<file path="src/rtl/ym_seq_pkg.sv">
// Shared constants and helpers for the YM phase/slot sequencer.
// The OPN-family frame has 24 slots, held in a 5-bit counter.
package ym_seq_pkg;

    localparam int YM_SLOTS_OPN = 24;
    localparam int YM_SLOT_W    = 5;

    // Width of a prescaler that counts 0..2*div-1; never narrower than one bit.
    function automatic int ym_pre_width(input int div);
        int w;
        w = $clog2(2 * div);
        return (w < 1) ? 1 : w;
    endfunction

endpackage

</file>
<file path="src/rtl/ym_phase_div.sv">
// MCLK prescaler producing the non-overlapping c1/c2 one-cycle enable pulses.
// c2 fires DIV cycles after c1, and the whole pattern repeats every 2*DIV cycles.
module ym_phase_div
    import ym_seq_pkg::*;
#(
    parameter int DIV = 3
) (
    input  logic i_clk,
    input  logic i_reset,
    input  logic i_en,
    output logic o_c1,
    output logic o_c2
);

    localparam int PW = ym_pre_width(DIV);
    localparam logic [PW-1:0] PRE_LAST = PW'(2 * DIV - 1);
    localparam logic [PW-1:0] PRE_MID  = PW'(DIV - 1);

    logic [PW-1:0] r_pre;
    logic          r_c1;
    logic          r_c2;
    logic          w_pre_last;
    logic          w_pre_mid;

    assign w_pre_last = (r_pre == PRE_LAST);
    assign w_pre_mid  = (r_pre == PRE_MID);

    // When frozen the prescaler holds, so resuming neither loses nor repeats a pulse.
    always_ff @(posedge i_clk) begin
        if (i_reset) begin
            r_pre <= '0;
            r_c1  <= 1'b0;
            r_c2  <= 1'b0;
        end else if (i_en) begin
            r_pre <= w_pre_last ? '0 : r_pre + PW'(1);
            r_c1  <= w_pre_last;
            r_c2  <= w_pre_mid;
        end else begin
            r_c1  <= 1'b0;
            r_c2  <= 1'b0;
        end
    end

    assign o_c1 = r_c1;
    assign o_c2 = r_c2;

endmodule

</file>
<file path="src/rtl/ym_phase_seq.sv">
// Master phase and slot sequencer: c1/c2 phase enables, slot index within the
// sample frame, slot-0 sync flag and a slot clear that is deferred to the next c2.
module ym_phase_seq
    import ym_seq_pkg::*;
#(
    parameter int DIV    = 3,
    parameter int SLOTS  = YM_SLOTS_OPN,
    parameter int SLOT_W = YM_SLOT_W
) (
    input  logic              MCLK,
    input  logic              reset,
    input  logic              en,
    input  logic              slot_clr,
    output logic              c1,
    output logic              c2,
    output logic [SLOT_W-1:0] slot,
    output logic              sync,
    output logic              clr_pend
);

    localparam logic [SLOT_W-1:0] SLOT_LAST = SLOT_W'(SLOTS - 1);

    logic              w_c1;
    logic              w_c2;
    logic [SLOT_W-1:0] r_slot;
    logic              r_clr_pend;
    logic [SLOT_W-1:0] w_slot_nxt;
    logic              w_pend_nxt;

    ym_phase_div #(
        .DIV (DIV)
    ) u_div (
        .i_clk   (MCLK),
        .i_reset (reset),
        .i_en    (en),
        .o_c1    (w_c1),
        .o_c2    (w_c2)
    );

    // Slot advances on the edge after a c2 cycle; that edge also consumes any
    // clear request, whether pending or arriving right then.
    always_comb begin
        w_slot_nxt = r_slot;
        w_pend_nxt = r_clr_pend;
        if (w_c2) begin
            w_pend_nxt = 1'b0;
            if (r_clr_pend || slot_clr) begin
                w_slot_nxt = '0;
            end else if (r_slot == SLOT_LAST) begin
                w_slot_nxt = '0;
            end else begin
                w_slot_nxt = r_slot + SLOT_W'(1);
            end
        end else if (slot_clr) begin
            w_pend_nxt = 1'b1;
        end
    end

    always_ff @(posedge MCLK) begin
        if (reset) begin
            r_slot     <= '0;
            r_clr_pend <= 1'b0;
        end else begin
            r_slot     <= w_slot_nxt;
            r_clr_pend <= w_pend_nxt;
        end
    end

    assign c1       = w_c1;
    assign c2       = w_c2;
    assign slot     = r_slot;
    assign sync     = (r_slot == '0);
    assign clr_pend = r_clr_pend;

    a_phase_excl: assert property (@(posedge MCLK) disable iff (reset) !(w_c1 && w_c2));
    a_slot_range: assert property (@(posedge MCLK) disable iff (reset) int'(r_slot) < SLOTS);

endmodule

</file>
<file path="config.mk">
export PLATFORM = sky130hd
export DESIGN_NAME = ym_phase_seq
export DESIGN_NICKNAME = d
export VERILOG_FILES = /design/src/rtl/ym_seq_pkg.sv /design/src/rtl/ym_phase_div.sv /design/src/rtl/ym_phase_seq.sv
export SDC_FILE = /design/constraint.sdc
export NUM_CORES = 1
export LEC_CHECK = 0
export ABC_AREA = 0
export ABC_CLOCK_PERIOD_IN_PS = 2600
export BUFFER_PORTS_ARGS = -buffer_cell sky130_fd_sc_hd__buf_2
export CORE_AREA = 8 8 45 47
export CTS_CLUSTER_SIZE = 24
export DETAILED_ROUTE_END_ITERATION = 7
export DIE_AREA = 0 0 53 55
export GPL_ROUTABILITY_DRIVEN = 0
export REMOVE_ABC_BUFFERS = 1
export SLEW_MARGIN = 30
export SYNTH_ARGS = -nofsm -noshare
export SYNTH_HDL_FRONTEND = slang
export SYNTH_SLANG_ARGS = --single-unit
</file>
<file path="constraint.sdc">
create_clock -name MCLK -period 2.6 [get_ports MCLK]
set_clock_uncertainty 0.2 [all_clocks]
set_input_delay 0.26 -clock MCLK [delete_from_list [all_inputs] [get_ports MCLK]]
set_output_delay 0.26 -clock MCLK [all_outputs]
set_load 0.03 [all_outputs]
</file>
## After elaboration in Yosys (flattened, before gate mapping)

Cells that the tools add are included.

| word-level totals | value |
|---|---|
| register bits after elaboration | 11 |
| bits of input ports | 4 |
| output and inout bits | 9 |

| cells by class | value |
|---|---|
| add/sub/neg operators | 2 |
| equality and inequality tests | 3 |
| muxes and demuxes | 3 |
| bitwise operators | 1 |
| reductions and logical operators | 4 |

Operators by type and width:

| operator | count |
|---|---|
| $mux 5 | 2 |
| $add 5x1->5 const B | 1 |
| $eq 5x5->1 const B | 1 |
| $logic_not 5->1 | 1 |
| $reduce_or 2->1 | 2 |
| $add 3x1->3 const B | 1 |
| $eq 3x2->1 const B | 1 |
| $eq 3x3->1 const B | 1 |
| $mux 3 | 1 |
| $logic_or 1x1->1 | 1 |
| $not 1->1 | 1 |

## Depth between registers and ports, before layout

Gate-level depths: netlist (run 1).

| logic depth | value |
|---|---|
| depth in word-level cells | 3 |
| mapped depth | 4 |
| depth with buffers taken out | 4 |

## Cells and area by module

A second synthesis (run 1) with hierarchy kept.

| second synthesis, totals | value |
|---|---|
| cell total of the unflattened synthesis | 55 |
| area total of the unflattened synthesis | 509.2 um2 |

By module, submodules not included:

| module | instances | cells an instance | area an instance (um2) | seq. area each (um2) |
|---|---|---|---|---|
| ym_phase_seq | 1 | 37 | 315.3 | 120.1 |
| ym_phase_div | 1 | 18 | 193.9 | 100.1 |

## Worst setup path after synthesis (run 1)

Ideal clock, no wire load.

| timing | value |
|---|---|
| path type | register to output |
| start point | register r_slot[0], in the netlist slot[0] |
| end point | output sync |
| arrival time | 1.676 ns |
| required time | 2.140 ns |
| slack | 0.464 ns |
| cell stages (with the launch flop) | 4 |
| cell sequence | dfxtp_1 -> inv_1 -> ha_1 -> nor4b_1 |

| on the way | value |
|---|---|
| longest elaborated chain between the ends | 1 |

RTL lines:

| element | RTL line | RTL |
|---|---|---|
| from (decl) | ym_phase_seq.sv:25 | `logic [SLOT_W-1:0] r_slot;` |
| from (signal assigned) | ym_phase_seq.sv:64 | `r_slot <= w_slot_nxt;` |
| $logic_not 5->1 | ym_phase_seq.sv:72 | `assign sync = (r_slot == '0);` |
| to (decl) | ym_phase_seq.sv:17 | `output logic sync,` |

Every way passes these cells.

## Worst setup path after layout (run 1)

Same ends and word-level chain as after synthesis.

==> metrics.md, run 1 <==
| Metric | Value |
|---|---|
| Tot GR Track Use | 7.836% |
| Fillers | 141 |
| Met3 wire len | 87 µm |
| Largest area contributor in the netlist | dfxtp_1 |
| Core area | 1384 µm² |
| Fin nets | 77 |
| Yosys warns | 0 |
| Worst Path Arrival | 1.30 ns |
| Initial Util | 35.35% |
| CTS Buf Count | 3 |
| Post-synth cell types | 22 |
| Peak VDD IR | 0.2493 mV |
| Rel. slew slack | 73.91% |
| Startpoint types | flip-flop |
| WL met1 | 473 µm |
| DRC Markers | 0 |
| LEAKAGE | 0.2371 nW |
| Chip width | 53 µm |
| PortBufs | 12 |
| H-tree depth | 1 |
| Row count | 14 |
| Antenna Violating Nets Remaining | 0 |
| Syn-to-layout area delta | 20.97% |
| Avg Cell Area, Syn | 8.895 µm² |
| Min Tclk post-route | 1.756 ns |
| Final Hold Viols | 0 |
| Post-CTS setup buffer count | 0 |
| CP Capture Type | output pin |
| Hold buffer count at CTS | 0 |
| Share of layout cells above drive strength 1 | 22.86% |
| Unrepaired setup endpoints after global routing | no |
| Antenna violations before repair | 0 |
| Final TNS setup | 0 ns |
| Post-synthesis instance total | 55 |
| Routed WL | 1036 µm |
| Router iterations before antenna repair | 4 |
| Multiplexer share of the synthesized area | 2.046% |
| Crit-path max FO | 5 |
| Slew of the pin with the lowest slew margin | 0.3899 ns |
| Clock slew at reported path FFs | 0.07 ns |
| Post-Synth Adder-Cell Area | 5.115% |
| Vias per cell | 5.151 |
| Uppermost routed layer | met4 |
| DIE AREA | 2915 µm² |
| Max clock buf depth | 2 |
| Seq/Total Area, Yosys | 45.01% |
| CTS Sinks | 11 |
| First-pass GRT wire length | 1683 µm |
| WS Path Type | reg -> out |
| Fin area | 591.8 µm² |
| Synth Area in Simple Gates | 30.18% |
| CP max-delay cell | dfxtp_1 |
| Synth Area in Compound Gates | 12.79% |
| Fmax | 569.5 MHz |
| CTS root buf | clkbuf_4 |
| Drt wl/cell | 12.05 µm |
| Most frequent cells in the layout | buf_2, dfxtp_1, a21oi_1 |
| Via count | 443 |
| Detailed router's first-iteration violation count | 5 |
| Die Y | 55 µm |
| Final count of pins violating max slew | 0 |
| Vias in the first global route | 419 |
| PD cells | 540.1 nW/µm² |
| CTS tree | yes |
| Status | completed |
| HPWL after DPL | 749.6 µm |
| Pre-CTS worst setup slack | 0.9348 ns |
| Worst Path Required | 2.14 ns |
| Hold crit path type | in -> reg |
| Synth top area cells | dfxtp_1, a21oi_1, ha_1, nand3_1, nand2_1 |
| Metal2 WL | 468 µm |
| Largest net degree at the start of global routing | 11 |
| Max Cap Violations | 0 |
| Placement Cell Area | 565.5 µm² |
| Main combinational cell family by area after synthesis | simple AND/OR/NAND/NOR gates |
| Antenna cell count | 0 |
| Setup ws final | 0.8440 ns |
| CP Cell Sequence | inv_1, ha_1, nor4b_1, buf_2 |
| XOR/XNOR Fraction of Synth Area | 1.790% |
| Largest stage delay, worst path | 0.34 ns |
| Gr ovfl total | 0 |
| Clk Latency, worst-skew pair | 0.26 ns |
| Most common cell after layout, fill and taps aside | buf_2 |
| Period utilization | 67.54% |
| Final setup viols | 0 |
| Synth top area share | 45.01% |
| PostCTS Resize Cnt | 0 |
| Post-Syn Area | 489.2 µm² |
| Top Ports | 13 |
| #FFs+latches synth | 11 |
metal layers:
layer,up-vias,GRT usage (%)
met2,9,11.72
met5,-,0
met3,2,2.941
li1,231,-
met4,0,6.466
met1,201,8.729
kinds of logic after synthesis:
logic type,Yosys count
fa+ha+maj,2
flops,11
mux,1
xor+xnor,1
buf+inv,4
simple gates,25
compound gates,11
state kept, by name (all words and copies together) (netlist names):
register	flops
u_div.o_c1	1
u_div.r_pre	3
u_div.o_c2	1
clr_pend	1
slot	5
per-stage QoR:
| step | utilization [%] | hold slack [ns] | power (mW) | instances |
|---|---|---|---|---|
| 6_report | 42.77 | 0.08488 | 0.3196 | 86 |
| 5_1_grt | 42.77 | 0.09189 | 0.3394 | 86 |
| 4_1_cts | 42.77 | 0.07298 | 0.3247 | 86 |
| 3_5_place_dp | 40.87 | 0.2867 | 0.2072 | 82 |
| 3_3_place_gp | 40.87 | 0.2852 | 0.2073 | 82 |
| 2_1_floorplan | - | 0.1291 | 0.1971 | 54 |
synth_stat cells:
library cell / number
a211oi_1: 1
a21oi_1: 6
a31oi_1: 1
and2b_2: 1
and4b_1: 1
clkbuf_1: 1
dfxtp_1: 11
ha_1: 2
inv_1: 3
mux2i_1: 1
nand2_1: 5
nand2b_1: 1
nand3_1: 4
nand4b_1: 2
nor2_1: 4
nor3_1: 3
nor4b_1: 2
o2111ai_1: 1
o21ai_0: 2
or3b_1: 1
or4b_1: 1
xnor2_1: 1
cell type report:
type,count,area (µm²),area share (%)
multi-input cells,40,254.0,42.92
inverters,3,11.26,1.903
clock buffers,4,26.28,4.440
flip-flops and latches,11,220.2,37.21
well taps,16,20.02,3.383
repair buffers,12,60.06,10.15
critical path, delay by kind of cell, from the launching register on:
family                     cells  cell delay [ns]
buffers and inverters          2             0.33
DFF                            1             0.34
and+or+nand+nor                1             0.21
adders and majority gates      1             0.14
final timing paths:
path	slack, ns	from	endpoint	cells past startpoint
min reg2reg	0.29	u_div.r_pre[2]$_SDFFE_PP0P_	u_div.o_c1$_SDFF_PP0_	2
max reg2reg	0.90	u_div.o_c2$_SDFF_PP0_	slot[3]$_SDFFE_PP0P_	3
min	0.08	reset	slot[0]$_SDFFE_PP0P_	2
max	0.84	slot[0]$_SDFFE_PP0P_	sync	4
report_power, final:
| group | leakage (nW) | internal [mW] | switching, mW | total (mW) |
|---|---|---|---|---|
| Combinational | 0.133 | 0.00953 | 0.0144 | 0.0239 |
| Sequential | 0.0894 | 0.173 | 0.00622 | 0.179 |
| Clock | 0.0150 | 0.0593 | 0.0570 | 0.116 |
Power figures use the tool's default switching activity.
==> run 2, diff against run 1 <==
ABC_CLOCK_PERIOD_IN_PS = 1420   (was 2600)
clock period = 1.42 ns   (was 2.6 ns; I/O delays follow)
==> run 2 against run 1 <==
- the run now ends with setup timing left
- register-to-register slack worse by 1.1 ns
- critical path type is now reg -> reg
- sequential power increased by 81%
- first-iteration DRC count increased by 80%
- hold slack got worse by 0.012 ns
- count of clock-buffer cells in the layout unchanged
- sequential share of layout area shrank 5.7 points
- combinational power grew to 2.5 times the previous value
==> metrics.md, run 2 (synthesized netlist as in run 1, its figures left out) <==
| Metric | Value |
|---|---|
| Crit-path max FO | 2 (-3) |
| Detailed router's first-iteration violation count | 9 (+4) |
| Final setup viols | 2 (+2) |
| Failing checks | setup timing |
| H-tree depth | 1 (unchanged) |
| Chip width | 53 µm (unchanged) |
| Slew of the pin with the lowest slew margin | 0.2865 ns (-0.1035 ns) |
| Min Tclk post-route | 1.584 ns |
| Top Ports | 13 (unchanged) |
| Share of layout cells above drive strength 1 | 40.51% (+18 points) |
| Switching power total | 0.1417 mW (+82%) |
| Metal2 WL | 529 µm (+13%) |
| Pre-CTS worst setup slack | -0.1604 ns (-1.095 ns) |
| Max reg flops | 5 (unchanged) |
| Die Y | 55 µm (unchanged) |
| Internal Pwr Total | 0.4521 mW (+87%) |
| Largest net degree at the start of global routing | 11 (unchanged) |
| Clk Latency, worst-skew pair | 0.27 ns (about the same) |
| Unrepaired setup endpoints after global routing | yes |
| Net Sw Frac | 23.86% (-0.43 points) |
| Tot GR Track Use | 9.171% (+1.3 points) |
| Core area | 1384 µm² (unchanged) |
| Fin nets | 86 (+12%) |
| CP Capture Type | flip-flop |
| Max clock buf depth | 2 (unchanged) |
| CTS tree | yes |
| Routed WL | 1172 µm (+13%) |
| Fillers | 139 (-1.4%) |
| Fmax | 631.2 MHz |
| Syn-to-layout area delta | 46.04% |
| Initial Util | 35.35% (unchanged) |
| Met3 wire len | 70 µm (-20%) |
| CTS root buf | clkbuf_4 |
| Period utilization | 111.6% |
| WL met1 | 534 µm (+13%) |
| CTS Sinks | 11 (unchanged) |
| Drt wl/cell | 12.34 µm (+2.4%) |
| Tot Pwr | 0.5937 mW (+86%) |
| First-pass GRT wire length | 1973 µm (+17%) |
| WS Path Type | reg -> reg |
| Final count of pins violating max slew | 0 (unchanged) |
| Via count | 477 (+7.7%) |
| DIE AREA | 2915 µm² (unchanged) |
| Antenna violations before repair | 0 (unchanged) |
| Antenna cell count | 0 (unchanged) |
| PortBufs | 12 (unchanged) |
| Most frequent cells in the layout | buf_2, dfxtp_1, buf_4 |
| Flop pwr share | 54.6% (-1.5 points) |
| Gr ovfl total | 0 (unchanged) |
| PD cells | 831.0 nW/µm² (+54%) |
| Max Cap Violations | 0 (unchanged) |
| Peak VDD IR | 0.4397 mV (+76%) |
| Most common cell after layout, fill and taps aside | buf_2 |
| Antenna Violating Nets Remaining | 0 (unchanged) |
| HPWL after DPL | 863.1 µm (+15%) |
| Status | complete, but fails checks |
| Vias in the first global route | 474 (+13%) |
| Rel. slew slack | 80.88% (+7.0 points) |
| Startpoint types | flip-flop |
| Router iterations before antenna repair | 4 (unchanged) |
| DRC Markers | 0 (unchanged) |
| LEAKAGE | 0.3065 nW (+29%) |
| Final Hold Viols | 0 (unchanged) |
| Worst Path Required | 1.43 ns (-0.71 ns) |
| Logic pwr share | 10.1% (+2.6 points) |
| Clock slew at reported path FFs | 0.07 ns (about the same) |
| Clock share of power | 35.3% (-1.1 points) |
| Worst Path Arrival | 1.59 ns (+0.29 ns) |
| Post-CTS setup buffer count | 0 (unchanged) |
| Hold crit path type | in -> reg |
| Row count | 14 (unchanged) |
| CTS Buf Count | 3 (unchanged) |
| Uppermost routed layer | met4 |
| Vias per cell | 5.021 (-2.5%) |
| Setup ws final | -0.1643 ns (-1.008 ns) |
| Final TNS setup | -0.2361 ns (-0.2361 ns) |
run 2: power groups by stage:
stage / Sequential [mW] / Clock (mW) / Combinational [mW]
after floorplan: 0.339 / 0 / 0.0216
after global placement: 0.332 / 0 / 0.0533
after detailed placement: 0.333 / 0 / 0.0533
after CTS: 0.326 / 0.220 / 0.0580
after global routing: 0.326 / 0.239 / 0.0664
final: 0.324 / 0.210 / 0.0598
run 2: routing by layer:
| metal | GRT usage (%) | vias to the layer above |
|---|---|---|
| met3 | 3.743 | 5 |
| met5 | 0 | - |
| met2 | 15.23 | 12 |
| li1 | - | 247 |
| met4 | 7.759 | 0 |
| met1 | 8.783 | 213 |
run 2: area by class of cell:
| cell class | instances | area, µm² | share of cell area (%) |
|---|---|---|---|
| well taps | 16 | 20.02 | 2.802 |
| flip-flops and latches | 11 | 225.2 | 31.52 |
| repair buffers | 21 | 138.9 | 19.44 |
| inverters | 3 | 13.76 | 1.926 |
| multi-input cells | 40 | 290.3 | 40.63 |
| clock buffers | 4 | 26.28 | 3.678 |
run 2: worst max-delay path, stage by stage, from the launching register on:
cell,delay [ns]
dfxtp_1,0.31
or4b_1,0.50
or3b_4,0.39
a21oi_2,0.13
run 2: final timing paths:
check	startpoint	to	slack, ns	depth (start not counted)
setup / recovery	clr_pend$_SDFFE_PP0P_	slot[3]$_SDFFE_PP0P_	-0.16	3
hold / removal	slot_clr	slot[3]$_SDFFE_PP0P_	0.07	4
setup reg to reg	clr_pend$_SDFFE_PP0P_	slot[3]$_SDFFE_PP0P_	-0.16	3
hold reg to reg	u_div.r_pre[0]$_SDFFE_PP0P_	u_div.o_c1$_SDFF_PP0_	0.31	2
run 2: metrics by stage:
step / cells / hold WS, ns / cell area (µm²) / util [%]
global route: 95 / 0.08717 / 714.4 / 51.63
detailed placement: 89 / 0.2383 / 618.1 / 44.67
CTS: 95 / 0.06463 / 675.6 / 48.82
global placement: 89 / 0.2394 / 618.1 / 44.67
floorplan: 54 / 0.01107 / 485.5 / -
finish: 95 / 0.07285 / 714.4 / 51.63
run 2: what timing repair did:
| action | in CTS | in global routing |
|---|---|---|
| gates resized for setup | 5 | 10 |
| hold buffers | 2 | 0 |
| setup endpoints to repair | 2 | 4 |
| pin swaps | 1 | 3 |
| hold endpoints to repair | 11 | 0 |
